$ cat src/rtl/hdmi_timing_controller.sv
// 720p raster sequencer for the three TMDS encoders. Colour bars are built only with HDMI_TEST_PATTERN_EN defined.
// A position at cycle n reaches the encoder outputs at n+PIXEL_LATENCY+1. There is no backpressure: the pixel source must keep pace.
module hdmi_timing_controller #(
    parameter int H_ACTIVE      = 1280,
    parameter int H_FRONT       = 110,
    parameter int H_SYNC        = 40,
    parameter int H_BACK        = 220,
    parameter int V_ACTIVE      = 720,
    parameter int V_FRONT       = 5,
    parameter int V_SYNC        = 5,
    parameter int V_BACK        = 20,
    parameter int PIXEL_LATENCY = 2
) (
    input  logic        clock,
    input  logic        reset,
    input  logic        enable,
    input  logic        testPattern,
    output logic        pixelRequest,
    output logic [10:0] xCoord,
    output logic [9:0]  yCoord,
    input  logic        pixelValid,
    input  logic [23:0] pixelData,
    output logic        newFrame,
    output logic        blank,
    output logic [1:0]  syncBlue,
    output logic [1:0]  syncGreen,
    output logic [1:0]  syncRed,
    output logic [7:0]  dataBlue,
    output logic [7:0]  dataGreen,
    output logic [7:0]  dataRed,
    output logic        underrun
);

    localparam int H_TOTAL = H_ACTIVE + H_FRONT + H_SYNC + H_BACK;
    localparam int V_TOTAL = V_ACTIVE + V_FRONT + V_SYNC + V_BACK;
    localparam logic [10:0] H_LAST     = 11'(H_TOTAL - 1);
    localparam logic [9:0]  V_LAST     = 10'(V_TOTAL - 1);
    localparam logic [10:0] H_ACT      = 11'(H_ACTIVE);
    localparam logic [10:0] H_SYNC_ON  = 11'(H_ACTIVE + H_FRONT);
    localparam logic [10:0] H_SYNC_OFF = 11'(H_ACTIVE + H_FRONT + H_SYNC);
    localparam logic [9:0]  V_ACT      = 10'(V_ACTIVE);
    localparam logic [9:0]  V_SYNC_ON  = 10'(V_ACTIVE + V_FRONT);
    localparam logic [9:0]  V_SYNC_OFF = 10'(V_ACTIVE + V_FRONT + V_SYNC);
`ifdef HDMI_TEST_PATTERN_EN
    localparam int DW = 7;
`else
    localparam int DW = 3;
`endif

    logic [10:0]   r_h_count;
    logic [9:0]    r_v_count;
    logic          r_run;
    logic          w_active;
    logic          w_hsync;
    logic          w_vsync;
    logic [DW-1:0] w_stage_in;
    logic [DW-1:0] r_dly [PIXEL_LATENCY];
    logic          w_d_active;
    logic          w_d_vsync;
    logic          w_d_hsync;
    logic          w_d_pattern;
    logic [23:0]   w_d_rgb;

    // r_run lags enable by one edge so the first running cycle sits at h=0, v=0
    always_ff @(posedge clock) begin
        if (reset || !enable) begin
            r_run     <= 1'b0;
            r_h_count <= '0;
            r_v_count <= '0;
        end else begin
            r_run <= 1'b1;
            if (r_run) begin
                if (r_h_count == H_LAST) begin
                    r_h_count <= '0;
                    r_v_count <= (r_v_count == V_LAST) ? '0 : r_v_count + 10'd1;
                end else begin
                    r_h_count <= r_h_count + 11'd1;
                end
            end
        end
    end

    assign w_active  = r_run && (r_h_count < H_ACT) && (r_v_count < V_ACT);
    assign w_hsync   = r_run && (r_h_count >= H_SYNC_ON) && (r_h_count < H_SYNC_OFF);
    assign w_vsync   = r_run && (r_v_count >= V_SYNC_ON) && (r_v_count < V_SYNC_OFF);
    assign xCoord    = r_h_count;
    assign yCoord    = r_v_count;
    assign newFrame  = r_run && (r_h_count == '0) && (r_v_count == '0);
    assign syncGreen = 2'b00;
    assign syncRed   = 2'b00;

`ifdef HDMI_TEST_PATTERN_EN
    localparam int BAR_W = H_ACTIVE / 8;
    logic [2:0] w_bar;
    logic [2:0] w_d_bar;

    function automatic logic [23:0] bar_rgb(input logic [2:0] idx);
        logic [2:0] m;
        case (idx)
            3'd0:    m = 3'b111;
            3'd1:    m = 3'b110;
            3'd2:    m = 3'b011;
            3'd3:    m = 3'b010;
            3'd4:    m = 3'b101;
            3'd5:    m = 3'b100;
            3'd6:    m = 3'b001;
            default: m = 3'b000;
        endcase
        return {{8{m[2]}}, {8{m[1]}}, {8{m[0]}}};
    endfunction

    always_comb begin
        w_bar = 3'd0;
        for (int k = 1; k < 8; k++) begin
            if (r_h_count >= 11'(k * BAR_W)) w_bar = 3'(k);
        end
    end

    // Pattern select travels with each pixel so a mid-line switch lands on the next pixel
    assign pixelRequest = w_active && !testPattern;
    assign w_stage_in   = {w_bar, testPattern, w_active, w_vsync, w_hsync};
    assign {w_d_bar, w_d_pattern} = r_dly[PIXEL_LATENCY-1][6:3];
    assign w_d_rgb      = w_d_pattern ? bar_rgb(w_d_bar) : pixelData;
`else
    logic w_unused_tp;
    assign w_unused_tp  = testPattern;
    assign pixelRequest = w_active;
    assign w_stage_in   = {w_active, w_vsync, w_hsync};
    assign w_d_pattern  = 1'b0;
    assign w_d_rgb      = pixelData;
`endif
    assign {w_d_active, w_d_vsync, w_d_hsync} = r_dly[PIXEL_LATENCY-1][2:0];

    always_ff @(posedge clock) begin
        if (reset || !enable) begin
            for (int i = 0; i < PIXEL_LATENCY; i++) r_dly[i] <= '0;
        end else begin
            r_dly[0] <= w_stage_in;
            for (int i = 1; i < PIXEL_LATENCY; i++) r_dly[i] <= r_dly[i-1];
        end
    end

    always_ff @(posedge clock) begin
        if (reset || !enable) begin
            blank     <= 1'b1;
            syncBlue  <= 2'b00;
            dataRed   <= '0;
            dataGreen <= '0;
            dataBlue  <= '0;
            if (reset) underrun <= 1'b0;
        end else begin
            blank    <= !w_d_active;
            syncBlue <= {w_d_vsync, w_d_hsync};
            if (w_d_active && (w_d_pattern || pixelValid)) begin
                {dataRed, dataGreen, dataBlue} <= w_d_rgb;
            end else begin
                dataRed   <= '0;
                dataGreen <= '0;
                dataBlue  <= '0;
                if (w_d_active) underrun <= 1'b1;
            end
        end
    end

endmodule

$ cat config.mk
export PLATFORM = sky130hd
export DESIGN_NAME = hdmi_timing_controller
export DESIGN_NICKNAME = d
export VERILOG_FILES = /design/src/rtl/hdmi_timing_controller.sv
export SDC_FILE = /design/constraint.sdc
export NUM_CORES = 1
export LEC_CHECK = 0
export CAP_MARGIN = 0
export CORE_ASPECT_RATIO = 0.5
export CORE_MARGIN = 2
export CORE_UTILIZATION = 40
export CTS_CLUSTER_SIZE = 16
export DETAILED_ROUTE_END_ITERATION = 16
export GPL_ROUTABILITY_DRIVEN = 0
export PLACE_DENSITY = 0.75
export SLEW_MARGIN = 10
export SYNTH_ARGS = -nofsm -noshare
export SYNTH_HDL_FRONTEND = slang
export SYNTH_SLANG_ARGS = --single-unit
$ cat constraint.sdc
create_clock -name clock -period 1.6 [get_ports clock]
set_input_delay 0.48 -clock clock [delete_from_list [all_inputs] [get_ports clock]]
set_output_delay 0.48 -clock clock [all_outputs]
set_load 0.01 [all_outputs]
After elaboration in Yosys (flattened, before gate mapping)
Memories as Yosys holds them, arrays and structs flattened.
Index checks and enable logic that the tools add are counted.
{"block": "totals", "ram_bits": 6, "n_memories": 1, "reg_bits": 50, "output_inout_bits": 55, "in_bits": 29, "wordCells": 54}
{"name": "r_dly", "words": 2, "width": 3, "read_ports": 2, "rd_clocked_by_memory_dff": 0, "write_ports": 2, "line_no": "57", "rtl": "logic [DW-1:0] r_dly [PIXEL_LATENCY];"}
{"block": "classes", "addsub": 2, "n_bitwise": 3, "eq_ne": 4, "n_mux": 11, "n_lt_le_gt_ge": 6, "n_reduce_logical": 18}
{"op": "11-bit < comparator (second input constant)", "count": 2}
{"op": "10-bit < comparator (second input constant)", "count": 2}
{"op": "11-bit by 1-bit adder with 11-bit output (second input constant)", "count": 1}
{"op": "11-bit equality test (second input constant)", "count": 1}
{"op": "11-bit greater-or-equal comparator (second input constant)", "count": 1}
{"op": "11-bit zero test", "count": 1}
{"op": "11-bit two-way mux", "count": 1}
{"op": "10-bit by 1-bit adder with 10-bit output (second input constant)", "count": 1}
{"op": "10-bit equality test (second input constant)", "count": 1}
{"op": "10-bit greater-or-equal comparator (second input constant)", "count": 1}
{"op": "10-bit zero test", "count": 1}
{"op": "10-bit two-way mux", "count": 1}
{"op": "1-bit logical AND", "count": 9}
{"op": "1-bit two-way mux", "count": 7}
{"op": "3-bit two-way mux", "count": 2}
{"op": "2-bit != test (second input constant)", "count": 2}
{"op": "3-bit AND reduction", "count": 1}
{"op": "1-bit zero test", "count": 2}
{"op": "1-bit bitwise OR", "count": 2}
{"op": "2-bit AND reduction", "count": 1}
{"op": "2-bit nonzero test", "count": 1}
{"op": "2-bit OR reduction", "count": 1}
{"op": "1-bit logical OR", "count": 1}
{"op": "1-bit inverter", "count": 1}

Depth between registers and ports, before layout
{"block": "logic_depth", "depth_word": 5, "ltp_mapped": 7, "mapped_depth_nobuf": 6}

Worst setup path before layout
OpenSTA, ideal clock, no wires.
{"block": "synth_path", "path_type": "flip-flop to output port", "from": "register r_h_count[2], in the netlist xCoord[2]", "to": "output newFrame", "path_slack_ps": -180, "required_time_ps": 1120, "path_stages_with_launch": 3, "path_buffers": 0, "t_arrival_ps": 1300, "cell_sequence": "dfxtp_1 or4b_4 nor3_1"}
{"block": "synth_between", "elab_chain_cells": 3}
{"item": "start, declared", "line_no": "50", "rtl": "logic [10:0] r_h_count;"}
{"item": "start signal, assigned", "line_no": "77", "rtl": "r_h_count <= r_h_count + 11'd1;"}
{"item": "11-bit zero test", "line_no": "88", "rtl": "assign newFrame = r_run && (r_h_count == '0) && (r_v_count == '0);"}
{"item": "1-bit logical AND (2 in a row)", "line_no": "88"}
{"item": "end, declared", "line_no": "23", "rtl": "output logic newFrame,"}
Every way passes these cells.

Worst setup path in the final report
{"block": "layout_path", "from": "register r_h_count[3], in the netlist xCoord[3]", "to": "output newFrame"}
Same word-level chain as after synthesis.

==> impl_table.tex <==
\begin{tabular}{lr}
\hline
Metric & Value \\
\hline
\multicolumn{2}{l}{\textbf{Cells and area}} \\
Number of nets in the finished design & 395 \\
Fill cells & 427 \\
Final standard cell utilization of the core & 0.689 \\
Area growth from synthesis to layout & 66.0\% \\
Area used by sequential logic in the layout & 1140 µm² \\
Layout cell share with drive strength beyond 1 & 0.303 \\
Count of antenna diodes in the layout & 0 \\
Multi-input gate area & 1290 µm² \\
\multicolumn{2}{l}{\textbf{Timing}} \\
Clock period minus final worst setup slack & 1.94 ns \\
Worst hold margin & 0.427 ns \\
Unrepaired setup endpoints after global routing & yes \\
Count of final setup violators & 21 \\
Period utilization & 1.21 \\
Total negative slack for setup checks & -3.41 ns \\
Max Clock Skew & 0.00313 ns \\
Final-report hold violation count & 0 \\
Maximum clock rate & 515 MHz \\
Worst path setup slack after routing & -0.341 ns \\
Number of slew-limit violations in the final report & 0 \\
\multicolumn{2}{l}{\textbf{Logic synthesis}} \\
Distinct cell type count of the synthesized netlist & 46 \\
Synth Area per Inst & 9.67 µm² \\
Sequential cell area fraction in the yosys report & 0.494 \\
Seq cells post-synth & 56 \\
Synth async-reset ratio & 0 \\
Syn. warnings & 0 \\
Main synth FF type & sky130\_fd\_sc\_hd\_\_dfxtp\_1 \\
Gate Count Post-Synth & 237 \\
Cell area after technology mapping & 2290 µm² \\
Post-synth EDFFs & 1 \\
\multicolumn{2}{l}{\textbf{Detailed routing}} \\
Via density & 5.09 \\
Number of DRC violations after detailed routing & 0 \\
Mean routed wirelength per cell & 15.4 µm \\
Vias post-DR & 2206 \\
Violation count after the first detailed-routing iteration & 138 \\
Final wirelength & 6650 µm \\
Antenna Nets Post-Route & 0 \\
Router iterations before antenna repair & 4 \\
\multicolumn{2}{l}{\textbf{Critical path}} \\
Crit path required time & 1.12 ns \\
Kind of critical path & reg2out \\
Launching element type of the critical path & flip-flop \\
Arrival time at the worst endpoint & 1.46 ns \\
Register-to-Register Setup Slack & -0.25 ns \\
Worst reg-to-reg path cell count & 6 \\
Critical path peak fanout & 2 \\
Endpoint of the most critical register-to-register path & yCoord[6] \\
Endpoint type of the worst setup path & output port \\
FF-to-FF Start & xCoord[3] \\
\multicolumn{2}{l}{\textbf{Power}} \\
Power density over the cells & 697 nW/µm² \\
Leakage power summed over all cells & 1.71 nW \\
Clk network pwr share & 0.406 \\
Switching share of power & 0.215 \\
Part of the power in registers & 0.529 \\
Worst vdd rail ir drop & 0.738 mV \\
Internal power & 0.00208 W \\
Part of the power in combinational logic & 0.064 \\
NetSw & 0.000570 W \\
\multicolumn{2}{l}{\textbf{Global route}} \\
Global-route congestion overflow total & 0 \\
Via count of the first global-routing pass & 2154 \\
Overall fraction of global-route tracks in use & 0.202 \\
Antenna violations before repair & 0 \\
Largest net degree at the start of global routing & 25 \\
First-pass GRT wire length & 10300 µm \\
\multicolumn{2}{l}{\textbf{Outcome}} \\
Run status & complete, but fails checks \\
Failing checks & setup timing \\
\multicolumn{2}{l}{\textbf{Die}} \\
Initial Util & 0.415 \\
Core region area & 5520 µm² \\
Die boundary height & 57.5 µm \\
Site row count & 19 \\
Die Outline Area & 6390 µm² \\
Chip width & 111 µm \\
Top Ports & 84 \\
\multicolumn{2}{l}{\textbf{Place}} \\
Placement-stage worst setup slack & -0.743 ns \\
Number of port buffers & 78 \\
Detail Placement HPWL & 4430 µm \\
\multicolumn{2}{l}{\textbf{Worst hold path}} \\
Hold EP & r\_dly[0][3] \\
Worst Hold Depth & 1 \\
Min-Delay Startpoint & r\_dly[0][0] \\
Path category of the worst min-delay check & reg2reg \\
\multicolumn{2}{l}{\textbf{Clock tree}} \\
Clk sinks & 56 \\
Number of H-tree branching levels & 2 \\
Post-cts hold buffer count & 0 \\
Buffer cell driving the clock tree root & sky130\_fd\_sc\_hd\_\_clkbuf\_16 \\
Clock tree from TritonCTS & built \\
Clock tree buffer depth & 2 \\
Clock-pin slew on the worst setup and hold paths & 0.07 ns \\
Num CTS Buffers & 5 \\
Clock network latency to the later pin of the worst-skew pair & 0.29 ns \\
\multicolumn{2}{l}{\textbf{Job}} \\
Maxcap violations & 0 \\
\hline
\end{tabular}
## power groups by stage
| stage | logic, W | registers [W] | clock network [W] |
|---|---|---|---|
| after floorplan | 0.0000521 | 0.00144 | 0 |
| after global placement | 0.000148 | 0.00144 | 0 |
| after detailed placement | 0.000150 | 0.00144 | 0 |
| after CTS | 0.000158 | 0.00140 | 0.00109 |
| after global routing | 0.000183 | 0.00140 | 0.00115 |
| final | 0.000171 | 0.00140 | 0.00108 |
## cells in the final DEF (no fill, tap or decap), types with 6 or more instances in the layout
cell type | netlist | final
sky130_fd_sc_hd__dfxtp_2 | 0 | 9
sky130_fd_sc_hd__dlygate4sd2_1 | 0 | 44
sky130_fd_sc_hd__ha_1 | 7 | 7
sky130_fd_sc_hd__nand2_1 | 15 | 14
sky130_fd_sc_hd__dfxtp_1 | 55 | 46
sky130_fd_sc_hd__buf_4 | 6 | 37
sky130_fd_sc_hd__buf_6 | 0 | 8
sky130_fd_sc_hd__clkdlybuf4s50_1 | 0 | 27
sky130_fd_sc_hd__and2_1 | 31 | 30
sky130_fd_sc_hd__xnor2_1 | 6 | 6
sky130_fd_sc_hd__nand4_1 | 7 | 7
sky130_fd_sc_hd__inv_1 | 10 | 10
sky130_fd_sc_hd__nand3_1 | 10 | 7
sky130_fd_sc_hd__nor2_1 | 16 | 7
## cell type report
type | count | area share
Inverter | 11 | 0.0109
Timing Repair Buffer | 124 | 0.288
Clock inverter | 3 | 0.00494
Multi-Input combinational cell | 161 | 0.339
Sequential cell | 56 | 0.300
Clock buffer | 5 | 0.0329
Tap cell | 73 | 0.0240
## cells by family after synthesis
| group | after synthesis | share of synthesized area |
|---|---|---|
| fa+ha+maj | 7 | 0.0382 |
| buf+inv | 24 | 0.0502 |
| other cells | 1 | 0.00164 |
| compound gates | 31 | 0.106 |
| simple gates | 108 | 0.272 |
| xor+xnor | 10 | 0.0382 |
| flops | 56 | 0.494 |
## worst max path at each step
stage,start,endpoint,cells past startpoint
floorplan,xCoord[7],newFrame,2
global placement,reset,dataBlue[4],6
detailed placement,reset,dataRed[7],6
CTS,xCoord[3],newFrame,3
global route,yCoord[2],newFrame,4
finish,xCoord[3],newFrame,3
## flip-flops by register name (all words and copies together) (netlist names)
register and count:
blank 1, yCoord 10, r_dly 6, dataBlue 8, underrun 1, syncBlue 2, dataRed 8, r_run 1
dataGreen 8, xCoord 11
## critical path, stage by stage (launching register included)
cell                      delay [ns]
sky130_fd_sc_hd__dfxtp_2        0.32
sky130_fd_sc_hd__or4b_4         0.57
sky130_fd_sc_hd__nor3_4         0.13
sky130_fd_sc_hd__buf_2          0.15
## per-stage QoR
stage	instance area (µm²)	std cells	total power (W)
2_1_floorplan	2310	240	0.00149
3_3_place_gp	3410	417	0.00158
3_5_place_dp	3410	417	0.00159
4_1_cts	3620	431	0.00266
5_1_grt	3800	433	0.00274
6_report	3800	433	0.00265
## synth_stat cells, types with 2 or more instances
cell type | count | share of area
sky130_fd_sc_hd__nand2b_1 | 6 | 0.016
sky130_fd_sc_hd__a21oi_1 | 5 | 0.011
sky130_fd_sc_hd__o22ai_1 | 2 | 0.0055
sky130_fd_sc_hd__and3_1 | 3 | 0.0082
sky130_fd_sc_hd__xnor2_1 | 6 | 0.023
sky130_fd_sc_hd__inv_1 | 10 | 0.016
sky130_fd_sc_hd__buf_2 | 2 | 0.0044
sky130_fd_sc_hd__a311oi_1 | 2 | 0.0076
sky130_fd_sc_hd__buf_4 | 6 | 0.020
sky130_fd_sc_hd__a31oi_1 | 4 | 0.011
sky130_fd_sc_hd__o211ai_1 | 2 | 0.0066
sky130_fd_sc_hd__nand2_1 | 15 | 0.025
sky130_fd_sc_hd__nand3b_1 | 3 | 0.0098
sky130_fd_sc_hd__dfxtp_1 | 55 | 0.48
sky130_fd_sc_hd__nand3_1 | 10 | 0.022
sky130_fd_sc_hd__or3_1 | 3 | 0.0082
sky130_fd_sc_hd__o21ai_0 | 2 | 0.0044
sky130_fd_sc_hd__clkbuf_1 | 5 | 0.0082
sky130_fd_sc_hd__nor2_1 | 16 | 0.026
sky130_fd_sc_hd__ha_1 | 7 | 0.038
sky130_fd_sc_hd__a2111oi_0 | 2 | 0.0076
sky130_fd_sc_hd__nor3_1 | 5 | 0.011
sky130_fd_sc_hd__and2_1 | 31 | 0.085
sky130_fd_sc_hd__nor4_1 | 3 | 0.0082
sky130_fd_sc_hd__o311ai_0 | 2 | 0.0076
sky130_fd_sc_hd__xor2_1 | 4 | 0.015
sky130_fd_sc_hd__nand4_1 | 7 | 0.019
## per-layer routing
metal  GRT usage  up-vias  routed length, µm
met2       0.373       79               3350
met3      0.0468       10                445
met1       0.245     1067               2770
met4      0.0511        0                 82
met5           0        -                  0
li1            -     1050                  -
## what timing repair did
action                     4_1_cts  5_1_grt
pin swaps                        9       19
resized for setup               82       47
cloned                           1        1
setup buffers                    5        3
setup endpoints to repair       96       34
(Power assumes the default switching activity.)
